[src/rtl/cfg_load_if.sv]
// Bus between the configuration-load controller and its byte source, shift register and ADC.
// Handshake: a byte transfers on a rising edge where byte_valid && byte_ready; adc_ready is a completion strobe sampled only while adc_start is high.
interface cfg_load_if;
    logic [7:0] byte_in;
    logic       byte_valid;
    logic       byte_ready;
    logic       load_go;
    logic       auto_conv;
    logic       shift_en;
    logic       shift_data;
    logic       adc_start;
    logic       adc_ready;
    logic [7:0] adc_data;
    logic [7:0] result;
    logic       result_valid;
    logic       timeout;
    logic       busy;

    modport slave (
        input  byte_in, byte_valid, load_go, auto_conv, adc_ready, adc_data,
        output byte_ready, shift_en, shift_data, adc_start, result, result_valid, timeout, busy
    );

    modport master (
        output byte_in, byte_valid, load_go, auto_conv, adc_ready, adc_data,
        input  byte_ready, shift_en, shift_data, adc_start, result, result_valid, timeout, busy
    );
endinterface

[src/rtl/cfg_load_ctrl.sv]
// Collects NBYTES configuration bytes, shifts the low WIDTH bits out MSB first, then optionally waits for one ADC conversion.
// dbg_state_o encoding: 0 FILL, 1 ARMED, 2 SHIFT, 3 CONV.
module cfg_load_ctrl #(
    parameter int WIDTH   = 79,
    parameter int NBYTES  = 10,
    parameter int TIMEOUT = 255
) (
    input  logic       clk,
    input  logic       rst_n,
    cfg_load_if.slave  bus,
    output logic [1:0] dbg_state_o
);
    localparam int BUFW = NBYTES * 8;
    localparam int BCW  = $clog2(NBYTES + 1);
    localparam int BIW  = (NBYTES > 1) ? $clog2(NBYTES) : 1;
    localparam int SCW  = (WIDTH > 1) ? $clog2(WIDTH) : 1;
    localparam int WCW  = $clog2(TIMEOUT + 1);
    localparam int XIW  = (BUFW > 1) ? $clog2(BUFW) : 1;

    typedef enum logic [1:0] {
        FILL  = 2'd0,
        ARMED = 2'd1,
        SHIFT = 2'd2,
        CONV  = 2'd3
    } state_t;

    state_t                    state_q, state_d;
    logic [BCW-1:0]            byte_cnt_q, byte_cnt_d;
    logic [SCW-1:0]            shift_cnt_q, shift_cnt_d;
    logic [WCW-1:0]            wait_cnt_q, wait_cnt_d;
    logic [NBYTES-1:0][7:0]    buf_q, buf_d;
    logic                      auto_q, auto_d;
    logic [7:0]                result_q, result_d;
    logic                      result_valid_q, result_valid_d;
    logic                      timeout_q, timeout_d;

    logic [BIW-1:0]            byte_idx;
    logic [XIW-1:0]            shift_idx;
    logic [BUFW-1:0]           buf_flat;
    logic                      byte_last, shift_last, conv_expired;

    assign byte_idx     = BIW'(byte_cnt_q);
    assign shift_idx    = XIW'(WIDTH - 1) - XIW'(shift_cnt_q);
    assign buf_flat     = buf_q;
    assign byte_last    = (byte_cnt_q == BCW'(NBYTES - 1));
    assign shift_last   = (shift_cnt_q == SCW'(WIDTH - 1));
    assign conv_expired = (wait_cnt_q == WCW'(TIMEOUT - 1));

    always_ff @(posedge clk or negedge rst_n) begin
        if (!rst_n) state_q <= FILL;
        else        state_q <= state_d;
    end

    always_ff @(posedge clk or negedge rst_n) begin
        if (!rst_n) begin
            byte_cnt_q     <= '0;
            shift_cnt_q    <= '0;
            wait_cnt_q     <= '0;
            buf_q          <= '0;
            auto_q         <= 1'b0;
            result_q       <= 8'h00;
            result_valid_q <= 1'b0;
            timeout_q      <= 1'b0;
        end else begin
            byte_cnt_q     <= byte_cnt_d;
            shift_cnt_q    <= shift_cnt_d;
            wait_cnt_q     <= wait_cnt_d;
            buf_q          <= buf_d;
            auto_q         <= auto_d;
            result_q       <= result_d;
            result_valid_q <= result_valid_d;
            timeout_q      <= timeout_d;
        end
    end

    always_comb begin
        state_d = state_q;
        case (state_q)
            FILL:    if (bus.byte_valid && byte_last) state_d = ARMED;
            ARMED:   if (bus.load_go) state_d = SHIFT;
            SHIFT:   if (shift_last) state_d = auto_q ? CONV : FILL;
            CONV:    if (bus.adc_ready || conv_expired) state_d = FILL;
            default: state_d = FILL;
        endcase
    end

    // Result/timeout pulses default low so each lasts exactly the cycle after the deciding edge.
    always_comb begin
        byte_cnt_d     = byte_cnt_q;
        shift_cnt_d    = shift_cnt_q;
        wait_cnt_d     = wait_cnt_q;
        buf_d          = buf_q;
        auto_d         = auto_q;
        result_d       = result_q;
        result_valid_d = 1'b0;
        timeout_d      = 1'b0;
        case (state_q)
            FILL: begin
                if (bus.byte_valid) begin
                    buf_d[byte_idx] = bus.byte_in;
                    byte_cnt_d      = byte_cnt_q + 1'b1;
                end
            end
            ARMED: begin
                if (bus.load_go) begin
                    auto_d      = bus.auto_conv;
                    shift_cnt_d = '0;
                end
            end
            SHIFT: begin
                if (shift_last) begin
                    byte_cnt_d = '0;
                    wait_cnt_d = '0;
                end else begin
                    shift_cnt_d = shift_cnt_q + 1'b1;
                end
            end
            CONV: begin
                if (bus.adc_ready) begin
                    result_d       = bus.adc_data;
                    result_valid_d = 1'b1;
                    byte_cnt_d     = '0;
                end else if (conv_expired) begin
                    timeout_d  = 1'b1;
                    byte_cnt_d = '0;
                end else begin
                    wait_cnt_d = wait_cnt_q + 1'b1;
                end
            end
            default: ;
        endcase
    end

    always_comb begin
        bus.byte_ready   = (state_q == FILL);
        bus.shift_en     = (state_q == SHIFT);
        bus.shift_data   = (state_q == SHIFT) ? buf_flat[shift_idx] : 1'b0;
        bus.adc_start    = (state_q == CONV);
        bus.busy         = (state_q == SHIFT) || (state_q == CONV);
        bus.result       = result_q;
        bus.result_valid = result_valid_q;
        bus.timeout      = timeout_q;
        dbg_state_o      = state_q;
    end
endmodule

[src/flat_wrapper.sv]
// flat-port wrapper written by rule: the top's interface ports become plain ports
module cfg_load_ctrl_flat 
#(
    parameter int WIDTH   = 79,
    parameter int NBYTES  = 10,
    parameter int TIMEOUT = 255
)
  (clk, rst_n, dbg_state_o, bus_byte_in, bus_byte_valid, bus_load_go, bus_auto_conv, bus_adc_ready, bus_adc_data, bus_byte_ready, bus_shift_en, bus_shift_data, bus_adc_start, bus_result, bus_result_valid, bus_timeout, bus_busy);
  cfg_load_if bus_i ();
  input  logic clk;
  input  logic rst_n;
  output logic [1:0] dbg_state_o;
  input wire logic [$bits(bus_i.byte_in)-1:0] bus_byte_in;
  input wire logic [$bits(bus_i.byte_valid)-1:0] bus_byte_valid;
  input wire logic [$bits(bus_i.load_go)-1:0] bus_load_go;
  input wire logic [$bits(bus_i.auto_conv)-1:0] bus_auto_conv;
  input wire logic [$bits(bus_i.adc_ready)-1:0] bus_adc_ready;
  input wire logic [$bits(bus_i.adc_data)-1:0] bus_adc_data;
  output wire logic [$bits(bus_i.byte_ready)-1:0] bus_byte_ready;
  output wire logic [$bits(bus_i.shift_en)-1:0] bus_shift_en;
  output wire logic [$bits(bus_i.shift_data)-1:0] bus_shift_data;
  output wire logic [$bits(bus_i.adc_start)-1:0] bus_adc_start;
  output wire logic [$bits(bus_i.result)-1:0] bus_result;
  output wire logic [$bits(bus_i.result_valid)-1:0] bus_result_valid;
  output wire logic [$bits(bus_i.timeout)-1:0] bus_timeout;
  output wire logic [$bits(bus_i.busy)-1:0] bus_busy;
  assign bus_i.byte_in = bus_byte_in;
  assign bus_i.byte_valid = bus_byte_valid;
  assign bus_i.load_go = bus_load_go;
  assign bus_i.auto_conv = bus_auto_conv;
  assign bus_i.adc_ready = bus_adc_ready;
  assign bus_i.adc_data = bus_adc_data;
  assign bus_byte_ready = bus_i.byte_ready;
  assign bus_shift_en = bus_i.shift_en;
  assign bus_shift_data = bus_i.shift_data;
  assign bus_adc_start = bus_i.adc_start;
  assign bus_result = bus_i.result;
  assign bus_result_valid = bus_i.result_valid;
  assign bus_timeout = bus_i.timeout;
  assign bus_busy = bus_i.busy;
  cfg_load_ctrl #(.WIDTH(WIDTH), .NBYTES(NBYTES), .TIMEOUT(TIMEOUT)) u_core (.clk(clk), .rst_n(rst_n), .bus(bus_i), .dbg_state_o(dbg_state_o));
endmodule
[config.mk]
export PLATFORM = sky130hd
export DESIGN_NAME = cfg_load_ctrl_flat
export DESIGN_NICKNAME = d
export VERILOG_FILES = /design/src/rtl/cfg_load_if.sv /design/src/rtl/cfg_load_ctrl.sv /design/src/flat_wrapper.sv
export SDC_FILE = /design/constraint.sdc
export NUM_CORES = 1
export LEC_CHECK = 0
export ABC_AREA = 1
export BUFFER_PORTS_ARGS = -buffer_cell sky130_fd_sc_hd__buf_2
export CELL_PAD_IN_SITES_DETAIL_PLACEMENT = 1
export CELL_PAD_IN_SITES_GLOBAL_PLACEMENT = 1
export CORE_MARGIN = 3
export CORE_UTILIZATION = 40
export DETAILED_ROUTE_END_ITERATION = 10
export GPL_TIMING_DRIVEN = 1
export PLACE_DENSITY = 0.83
export SYNTH_ARGS = -nofsm -noshare
export SYNTH_HDL_FRONTEND = slang
export SYNTH_SLANG_ARGS = --single-unit
[constraint.sdc]
create_clock -name clk -period 2.1 [get_ports clk]
set_input_delay 0.315 -clock clk [delete_from_list [all_inputs] [get_ports clk]]
set_output_delay 0.315 -clock clk [all_outputs]
set_load 0.05 [all_outputs]
# After elaboration in Yosys (flattened, before gate mapping)
# Cells that the tools add are included.
dict set report totals {
  latchBits 0
  reg_bits 112
  n_memories 0
  word_cells 84
  rom_bits 0
  ram_bits 0
}
dict set report op_classes {
  shifts 0
  n_mul 0
  magnitude_cmp 3
  reduce_logical 15
  bitwise 0
  n_div 0
  addsub 4
  eq_ne 15
  mux 29
}
# op n
set ops {}
lappend ops {{$bwmux 80} 1}
lappend ops {{$demux 8 s4} 1}
lappend ops {{$mux 8} 4}
lappend ops {{$mux 4} 4}
lappend ops {{$pmux 8 s2} 1}
lappend ops {{$mux 7} 2}
lappend ops {{$pmux 7 s2} 1}
lappend ops {{$pmux 4 s3} 1}
lappend ops {{$reduce_and 4->1} 3}
lappend ops {{$mux 2} 5}
lappend ops {{$ne 2x2->1 const B} 5}
lappend ops {{$add 8x1->8 const B} 1}
lappend ops {{$eq 8x8->1 const B} 1}
lappend ops {{$lt 7x8->1 const B} 1}
lappend ops {{$pmux 2 s4} 1}
lappend ops {{$add 7x1->7 const B} 1}
lappend ops {{$bmux 1 s7} 1}
lappend ops {{$eq 7x7->1 const B} 1}
lappend ops {{$mux 1} 7}
lappend ops {{$sub 7x7->7 const A} 1}
lappend ops {{$ne 2x1->1 const B} 3}
lappend ops {{$reduce_and 2->1} 3}
lappend ops {{$lt 4x5->1 const B} 1}
lappend ops {{$add 4x1->4 const B} 1}
lappend ops {{other kinds (11)} 15}

# Longest topological paths before layout
# Gate-level depths: netlist of the first run.
dict set report depth {
  depth_word 5
  ltp_mapped 15
  ltp_nobuf 13
}

# Worst setup path after synthesis of the first run
# Ideal clock, no wire load.
dict set report synth_timing {
  kind {register to output}
  from {reg u_core.shift_cnt_q[0]}
  to {out bus_shift_data}
  path_slack_ns -0.606
  arrival_time_ns 2.391
  path_stages_with_launch 14
  path_buffers 3
  required_ns 1.785
  cell_sequence {dfrtp_1 buf_2 inv_2 buf_2 ha_1 inv_1 clkbuf_1 nand3_1 nand3_1 nand3_1 nand3_1 a21oi_1 nand2_1 nor2_1}
}
dict set report synth_via {
  elab_chain_cells 4
}
# item line_no
set synth_lines {}
lappend synth_lines {{from (decl)} cfg_load_ctrl.sv:29} ;# logic [SCW-1:0] shift_cnt_q, shift_cnt_d;
lappend synth_lines {{from (signal assigned)} cfg_load_ctrl.sv:66} ;# shift_cnt_q <= shift_cnt_d;
lappend synth_lines {{$sub 7x7->7} cfg_load_ctrl.sv:43} ;# assign shift_idx = XIW'(WIDTH - 1) - XIW'(shift_cnt_q);
lappend synth_lines {{$bmux 1 s7} cfg_load_ctrl.sv:137} ;# bus.shift_data = (state_q == SHIFT) ? buf_flat[shift_idx] : 1'b0;
lappend synth_lines {{$mux 1 (implied by the code)} cfg_load_ctrl.sv:137}
lappend synth_lines {{$mux 1} cfg_load_ctrl.sv:137}
lappend synth_lines {{to (decl)} flat_wrapper.sv:21} ;# output wire logic [$bits(bus_i.shift_data)-1:0] bus_shift_data;
# No other way between the ends. The select of a mux whose other input is x is not followed.

# Worst setup path after layout of the first run
# Ends and elaborated chain as after synthesis.

==> results of run 1 <==
[state kept, by name, indices dropped and copies added, names as in the netlist]
signal                   flops
u_core.buf_flat             80
u_core.bus.result            8
u_core.wait_cnt_q            8
u_core.shift_cnt_q           7
u_core.byte_cnt_q            4
u_core.dbg_state_o           2
u_core.auto_q                1
u_core.bus.result_valid      1
u_core.bus.timeout           1
[per-layer routing]
metal,track usage [%],routed length [um],part of all wire (%)
met5,0,0,0
met4,6.83,282,1.7
met3,4.07,555,3.4
met2,38.9,8530,52
met1,26.7,6980,43
[final cells by class]
| type | instances | share of cell area, % |
|---|---|---|
| clock buffer | 11 | 3.52 |
| multi-input combinational | 478 | 40.4 |
| inverter | 40 | 2.46 |
| timing repair buffer | 63 | 7.03 |
| sequential | 112 | 42.4 |
| tap | 176 | 3.33 |
| clock inverter | 5 | 0.851 |
[through the flow]
stage	worst slack [ns]	TNS [ns]	power (uW)
4_1_cts	-0.420	-0.420	9890
6_report	-0.451	-0.451	10100
3_5_place_dp	-0.270	-0.270	7750
5_1_grt	-0.550	-0.550	10800
2_1_floorplan	-0.0406	-0.0406	6610
3_3_place_gp	-0.189	-0.189	7520
[how the worst max path moves through the flow]
stage / startpoint / endpoint / slack (ns) / cells past startpoint
floorplan: u_core.shift_cnt_q[0] / bus_shift_data / -0.04 / 13
global placement: u_core.shift_cnt_q[0] / bus_shift_data / -0.19 / 14
detailed placement: u_core.shift_cnt_q[0] / bus_shift_data / -0.27 / 14
CTS: u_core.shift_cnt_q[0] / bus_shift_data / -0.42 / 14
global route: u_core.shift_cnt_q[0] / bus_shift_data / -0.55 / 14
finish: u_core.shift_cnt_q[0] / bus_shift_data / -0.45 / 14
[placed cells by master, fill, tap and decap left out, drive strengths merged, types with 3 or more instances in the layout]
cell      n
xor2      6
o21ai    89
dfrtp   112
inv      39
a21oi     7
ha        8
nand2   230
buf      62
clkinv    3
o31ai     6
nand3    92
xnor2     3
clkbuf   11
nor2     26
o22ai     3
[repair_timing]
| item | CTS | global route |
|---|---|---|
| buffers inserted | 0 | 2 |
| hold buffers | 1 | 0 |
| endpoints found under the setup margin | 1 | 1 |
| gates cloned | 1 | 0 |
| resized for setup | 43 | 19 |
| hold endpoints to repair | 43 | 0 |
| pin swaps | 20 | 10 |
[worst max-delay path, delay by kind of cell (launching register included)]
kind / cells / cell delay [ns]
flip-flops: 1 / 0.49
adder cells (fa/ha/maj): 1 / 0.21
buffers and inverters: 4 / 0.41
AND/OR/NAND/NOR: 9 / 0.78
[power groups by stage]
| stage | registers (uW) | clock network, uW | logic, uW |
|---|---|---|---|
| after global routing | 3570 | 1880 | 5330 |
| after floorplan | 3640 | 0 | 2970 |
| after detailed placement | 3470 | 0 | 4270 |
| after global placement | 3400 | 0 | 4110 |
| final | 3480 | 1770 | 4820 |
| after CTS | 3460 | 1780 | 4650 |
[kinds of logic after synthesis]
logic type,Yosys count
flip-flops,112
multiplexers,1
AND/OR/NAND/NOR,352
buffers and inverters,69
XOR/XNOR,9
AO/OA/AOI/OAI,108
adder cells (fa/ha/maj),8
==> reports/results.ini, run 1 <==
[timing]
max_freq_mhz=392
finalClockSkew_ns=0.00528
final_hold_slack_ns=0.150
maxSlewHeadroom_pct=65.3
setup_viol=1
timing.final.hold_violations=0
setup_repair_after_global_routing_missed_its_margin=yes
worstMarginPinSlew_ns=0.520
final_period_demand_of_the_worst_path_ns=2.55
postLayoutSetupSlackWorst_ns=-0.451
final-max-slew-violation-count=0
fin_crit_sh_pct=121

[detailed_routing]
drt-pass1-iter-count=4
post_drt_wl_per_cell_um=18.5
postRouteAntennaNets=0
vias=4766
vias_per_cell=5.39
finalWirelength_um=16300
first_iter_violations=262
drc=0

[finish]
fin_cells=885
sequential_cell_area_sq_um=2810
n_antenna_cell=0
multi_input_combinational_cell_area_sq_um=2680
area_growth_pct=18.2
post_layout_nets=734
final_core_utilization_pct=49.2
filler_cell_count=1621
post_route_cells_drive_above_1_share_pct=23.7
finalInstanceArea_sq_um=6620

[outcome]
run_status=complete, but fails checks
failing_checks=setup timing

[clock_tree]
htreeDepth=3
clk-insertion-delay-late_ns=0.37
cts_tree=done
clock_tree_root=sky130_fd_sc_hd__clkbuf_16
clk_pin_slew_ns=0.07
cts-buffers-inserted=9
cts.sink_count=112
cts-root-to-sink-buffers=2

[setup_path]
worst-endpoint-required_ns=1.78
cp-end-kind=primary output
crit_arrival_ns=2.24
worst-r2r-cell-count=6
crit_path_start_kind=flop
timing.setup.critical_path_class=reg2out
critical_path.cell_chain=ha_4 > nand2_2 > inv_2 > nor2_4 > buf_6 > nand3_2 > nand3_2 > nand3_2 > nand2_2 > inv_1 > nand2_1 > nand2_2 > nor2_4 > buf_8
rrSetupSlack_ns=0.19
crit_path_max_fanout=5
r2r_start=u_core.byte_cnt_q[1]
critical_path_cell_with_the_highest_stage_delay=sky130_fd_sc_hd__dfrtp_2
crit_path_max_incr_delay_ns=0.49
critical_path.reg2reg.endpoint=u_core.buf_flat[73]

[floorplanning]
width_of_the_die_um=124
floorplan.rows=42
die-area_sq_um=15500
start_util_pct=41.6
floorplan.core_area_sq_um=13500
io_pins=39
floorplan.die.height_um=124

[global_route]
total_global_route_track_usage_pct=21.8
antenna_found_initial=0
globalRouteOverflowTotal=0
grt_first_pass_wirelength_um=27000
vias_in_the_first_global_route=5277
grt_max_degree=70

[synth]
synthArstFlopShare_pct=100
synthSimpleGateAreaFrac_pct=29.4
synth_cell_types=33
synthesis.area_sq_um=5600
synth_top_area_share_pct=50.1
synth-seq-cells=112
yosysSeqAreaShare_pct=50.1
post-synth-top-count-cell=sky130_fd_sc_hd__nand2_1
mappedNetlistNets=689
synthXorXnorAreaFrac_pct=1.41
post_synth_main_area_contributors=sky130_fd_sc_hd__dfrtp_1, sky130_fd_sc_hd__nand2_1, sky130_fd_sc_hd__nand3_1
synth_flop_cell=sky130_fd_sc_hd__dfrtp_1
synth_fa_ha_area_share_pct=1.79
mean_area_per_synthesized_cell_sq_um=8.50
synth_top_family_by_area=simple AND/OR/NAND/NOR gates
synth_compound_gate_area_share_pct=10.9
synth.top_cells.by_count=sky130_fd_sc_hd__nand2_1, sky130_fd_sc_hd__dfrtp_1, sky130_fd_sc_hd__nand3_1, sky130_fd_sc_hd__o21ai_1, sky130_fd_sc_hd__inv_1
synth-edff-count=0
syn_inst=659
synth_top_cell_by_area=sky130_fd_sc_hd__dfrtp_1
synthMuxAreaShare_pct=0.201
yosysWarningCount=0

[placed_design]
placed_cells=865
gpl.final_weighted_congestion=0.809
numPortBuffers=38
hpwl_um=10700
placed_cell_area_sq_um=6050

[power_and_ir_drop]
clock_power_share_pct=17.5
power_density_nw_per_um2=1520
power.static_leakage_uw=0.00306
power.share.sequential_pct=34.6
vdd_ir_drop_max_v=0.000661
cellInternalPower_uw=5490
switching_share_pct=45.5
power.share.combinational_pct=47.9
net-switching-power_uw=4580

[job]
max_cap_violations=0

[hold_path]
worstHoldPathType=in2reg
worst_hold_path.endpoint=u_core.bus.result[7]
holdPathStages=3
timing.hold.worst.start=bus_adc_data[7]

Power figures use the tool's default switching activity.
==> inputs of run 2 (changes only) <==
--- a/config.mk
+++ b/config.mk
@@ -12,6 +12,7 @@
 export CORE_MARGIN = 3
-export CORE_UTILIZATION = 40
+export CORE_UTILIZATION = 41
 export DETAILED_ROUTE_END_ITERATION = 10
 export GPL_TIMING_DRIVEN = 1
-export PLACE_DENSITY = 0.83
+export MAX_ROUTING_LAYER = met4
+export PLACE_DENSITY = 0.84
 export SYNTH_ARGS = -nofsm -noshare
==> constraint.sdc (replaced) <==
create_clock -name clk -period 2.1 [get_ports clk]
set_input_delay 0 -clock clk [delete_from_list [all_inputs] [get_ports clk]]
set_output_delay 0 -clock clk [all_outputs]
set_load 0.05 [all_outputs]
==> run 2 against run 1 <==
- the run still ends with setup timing left
- wire length rose by 12%
- count of clock-buffer cells in the layout fell by 1
- power rose by 9.3%
- clock power rose by 7%
- design area rose by 4.3%
- maximum frequency rose by 3.0%
- via count rose by 5.6%
- core utilization rose by 2.7 points
- sequential power barely moved
- cell count rose by 1.1%
- critical path depth did not move
==> reports/results.ini, run 2 (synthesis results as in run 1) <==
[outcome]
run_status=complete, but fails checks
failing_checks=setup timing

[placed_design]
gpl.final_weighted_congestion=0.818
numPortBuffers=38
hpwl_um=10700
placed_cell_area_sq_um=5970
placed_cells=860

[clock_tree]
cts_tree=done
cts-buffers-inserted=9
clk_pin_slew_ns=0.08
cts.sink_count=112
cts-root-to-sink-buffers=2
htreeDepth=3
clock_tree_root=sky130_fd_sc_hd__clkbuf_16
clk-insertion-delay-late_ns=0.37

[detailed_routing]
vias=5034
drc=0
vias_per_cell=5.62
drt-pass1-iter-count=5
post_drt_wl_per_cell_um=20.4
postRouteAntennaNets=0
finalWirelength_um=18300
first_iter_violations=437

[power_and_ir_drop]
vdd_ir_drop_max_v=0.000603
power_density_nw_per_um2=1590
power.static_leakage_uw=0.00322
post-layout-total-power_uw=11000

[timing]
setup_viol=1
postLayoutSetupSlackWorst_ns=-0.378
maxSlewHeadroom_pct=61.1
final_period_demand_of_the_worst_path_ns=2.48
final-max-slew-violation-count=0
max_freq_mhz=404
worstMarginPinSlew_ns=0.583
fin_crit_sh_pct=118
setup_repair_after_global_routing_missed_its_margin=yes
timing.final.hold_violations=0
final_hold_slack_ns=0.0390
finalClockSkew_ns=0.0142

[global_route]
total_global_route_track_usage_pct=25.0
grt_first_pass_wirelength_um=27800
globalRouteOverflowTotal=0
grt_max_degree=45
vias_in_the_first_global_route=5188
antenna_found_initial=0

[finish]
post_route_cells_drive_above_1_share_pct=25.5
most_common_library_cell_in_the_layout_ignoring_fill_and_taps=sky130_fd_sc_hd__nand2_1
post_layout_nets=744
largest_register_ffs=80
fin_cells=895
finalInstanceArea_sq_um=6910
final_core_utilization_pct=51.9
layout_common_cells=sky130_fd_sc_hd__nand2_1, sky130_fd_sc_hd__dfrtp_1, sky130_fd_sc_hd__o21ai_1
area_growth_pct=23.4
n_antenna_cell=0

[setup_path]
worst-endpoint-required_ns=2.10
crit_arrival_ns=2.48
crit_path_max_fanout=4
cp-end-kind=primary output
crit_path_start_kind=flop
timing.setup.critical_path_class=reg2out

[floorplanning]
start_util_pct=42.1
floorplan.rows=42
floorplan.core_area_sq_um=13300
io_pins=39
floorplan.die.height_um=123
width_of_the_die_um=123
die-area_sq_um=15100

[hold_path]
worstHoldPathType=in2reg

[job]
max_cap_violations=0

[run 2: cell count changes in the layout (fill, tap and decap cells not counted), sizes merged]
cell         change
bufinv           +1
inv              +1
clkinvlp         -2
clkinv           +1
dlygate4sd3     +10
buf              -1
[run 2: metal layers]
metal / GRT usage, % / part of all wire, % / routed length (um) / up-vias
met4: 9.59 / 2.6 / 475 / 0
met1: 31.1 / 41 / 7530 / 2554
li1: - / - / - / 2273
met3: 4.24 / 5.2 / 957 / 46
met5: - / 0 / 0 / -
met2: 40.9 / 51 / 9290 / 161
[run 2: final cells by class]
type,instances,area [sq um]
clock inverters,6,91.3
flip-flops and latches,112,2810
inverters,40,154
fillers,1538,6390
repair buffers,73,617
multi-input cells,478,2790
well taps,176,220
clock buffers,10,229
[run 2: critical path: stages, from the launching register on]
cell and delay [ns]:
sky130_fd_sc_hd__dfrtp_2 0.48, sky130_fd_sc_hd__inv_2 0.11, sky130_fd_sc_hd__ha_4 0.22, sky130_fd_sc_hd__buf_8 0.14, sky130_fd_sc_hd__clkbuf_16 0.16, sky130_fd_sc_hd__nand3_2 0.08, sky130_fd_sc_hd__nand3_1 0.10, sky130_fd_sc_hd__nand3_1 0.10
sky130_fd_sc_hd__nand3_1 0.12, sky130_fd_sc_hd__nand2_1 0.10, sky130_fd_sc_hd__inv_1 0.05, sky130_fd_sc_hd__nand2_1 0.07, sky130_fd_sc_hd__nand2_2 0.06, sky130_fd_sc_hd__nor2_4 0.15, sky130_fd_sc_hd__buf_8 0.16
[run 2: what timing repair did]
action	CTS	global route
setup endpoints to repair	1	2
pin swaps	17	22
buffers inserted	4	1
cloned	2	1
endpoints found under the hold margin	51	0
hold buffers	11	0
gates resized for setup	56	33
[run 2: report_power, final]
part           leakage, uW  total [uW]  switching [uW]  internal (uW)
Sequential         0.00147        3490             586           2910
Combinational      0.00159        5610            3570           2040
Clock             0.000157        1900             844           1050
[run 2: stage by stage]
stage	setup TNS (ns)	setup WS (ns)
5_1_grt	-0.435	-0.435
3_3_place_gp	0	0.101
6_report	-0.378	-0.378
4_1_cts	-0.119	-0.119
2_1_floorplan	0	0.0451
3_5_place_dp	0	0.0231
[run 2: worst paths after layout]
kind | startpoint | end | slack (ns) | cells past startpoint
max | u_core.shift_cnt_q[0] | bus_shift_data | -0.38 | 14
min | bus_load_go | u_core.dbg_state_o[1] | 0.04 | 3
max reg2reg | u_core.dbg_state_o[0] | u_core.buf_flat[67] | 0.17 | 7
min reg2reg | u_core.buf_flat[32] | u_core.buf_flat[32] | 0.49 | 2
max in group asynchronous | rst_n | u_core.bus.result[0] | 1.06 | 4
min in group asynchronous | rst_n | u_core.buf_flat[48] | 0.16 | 2
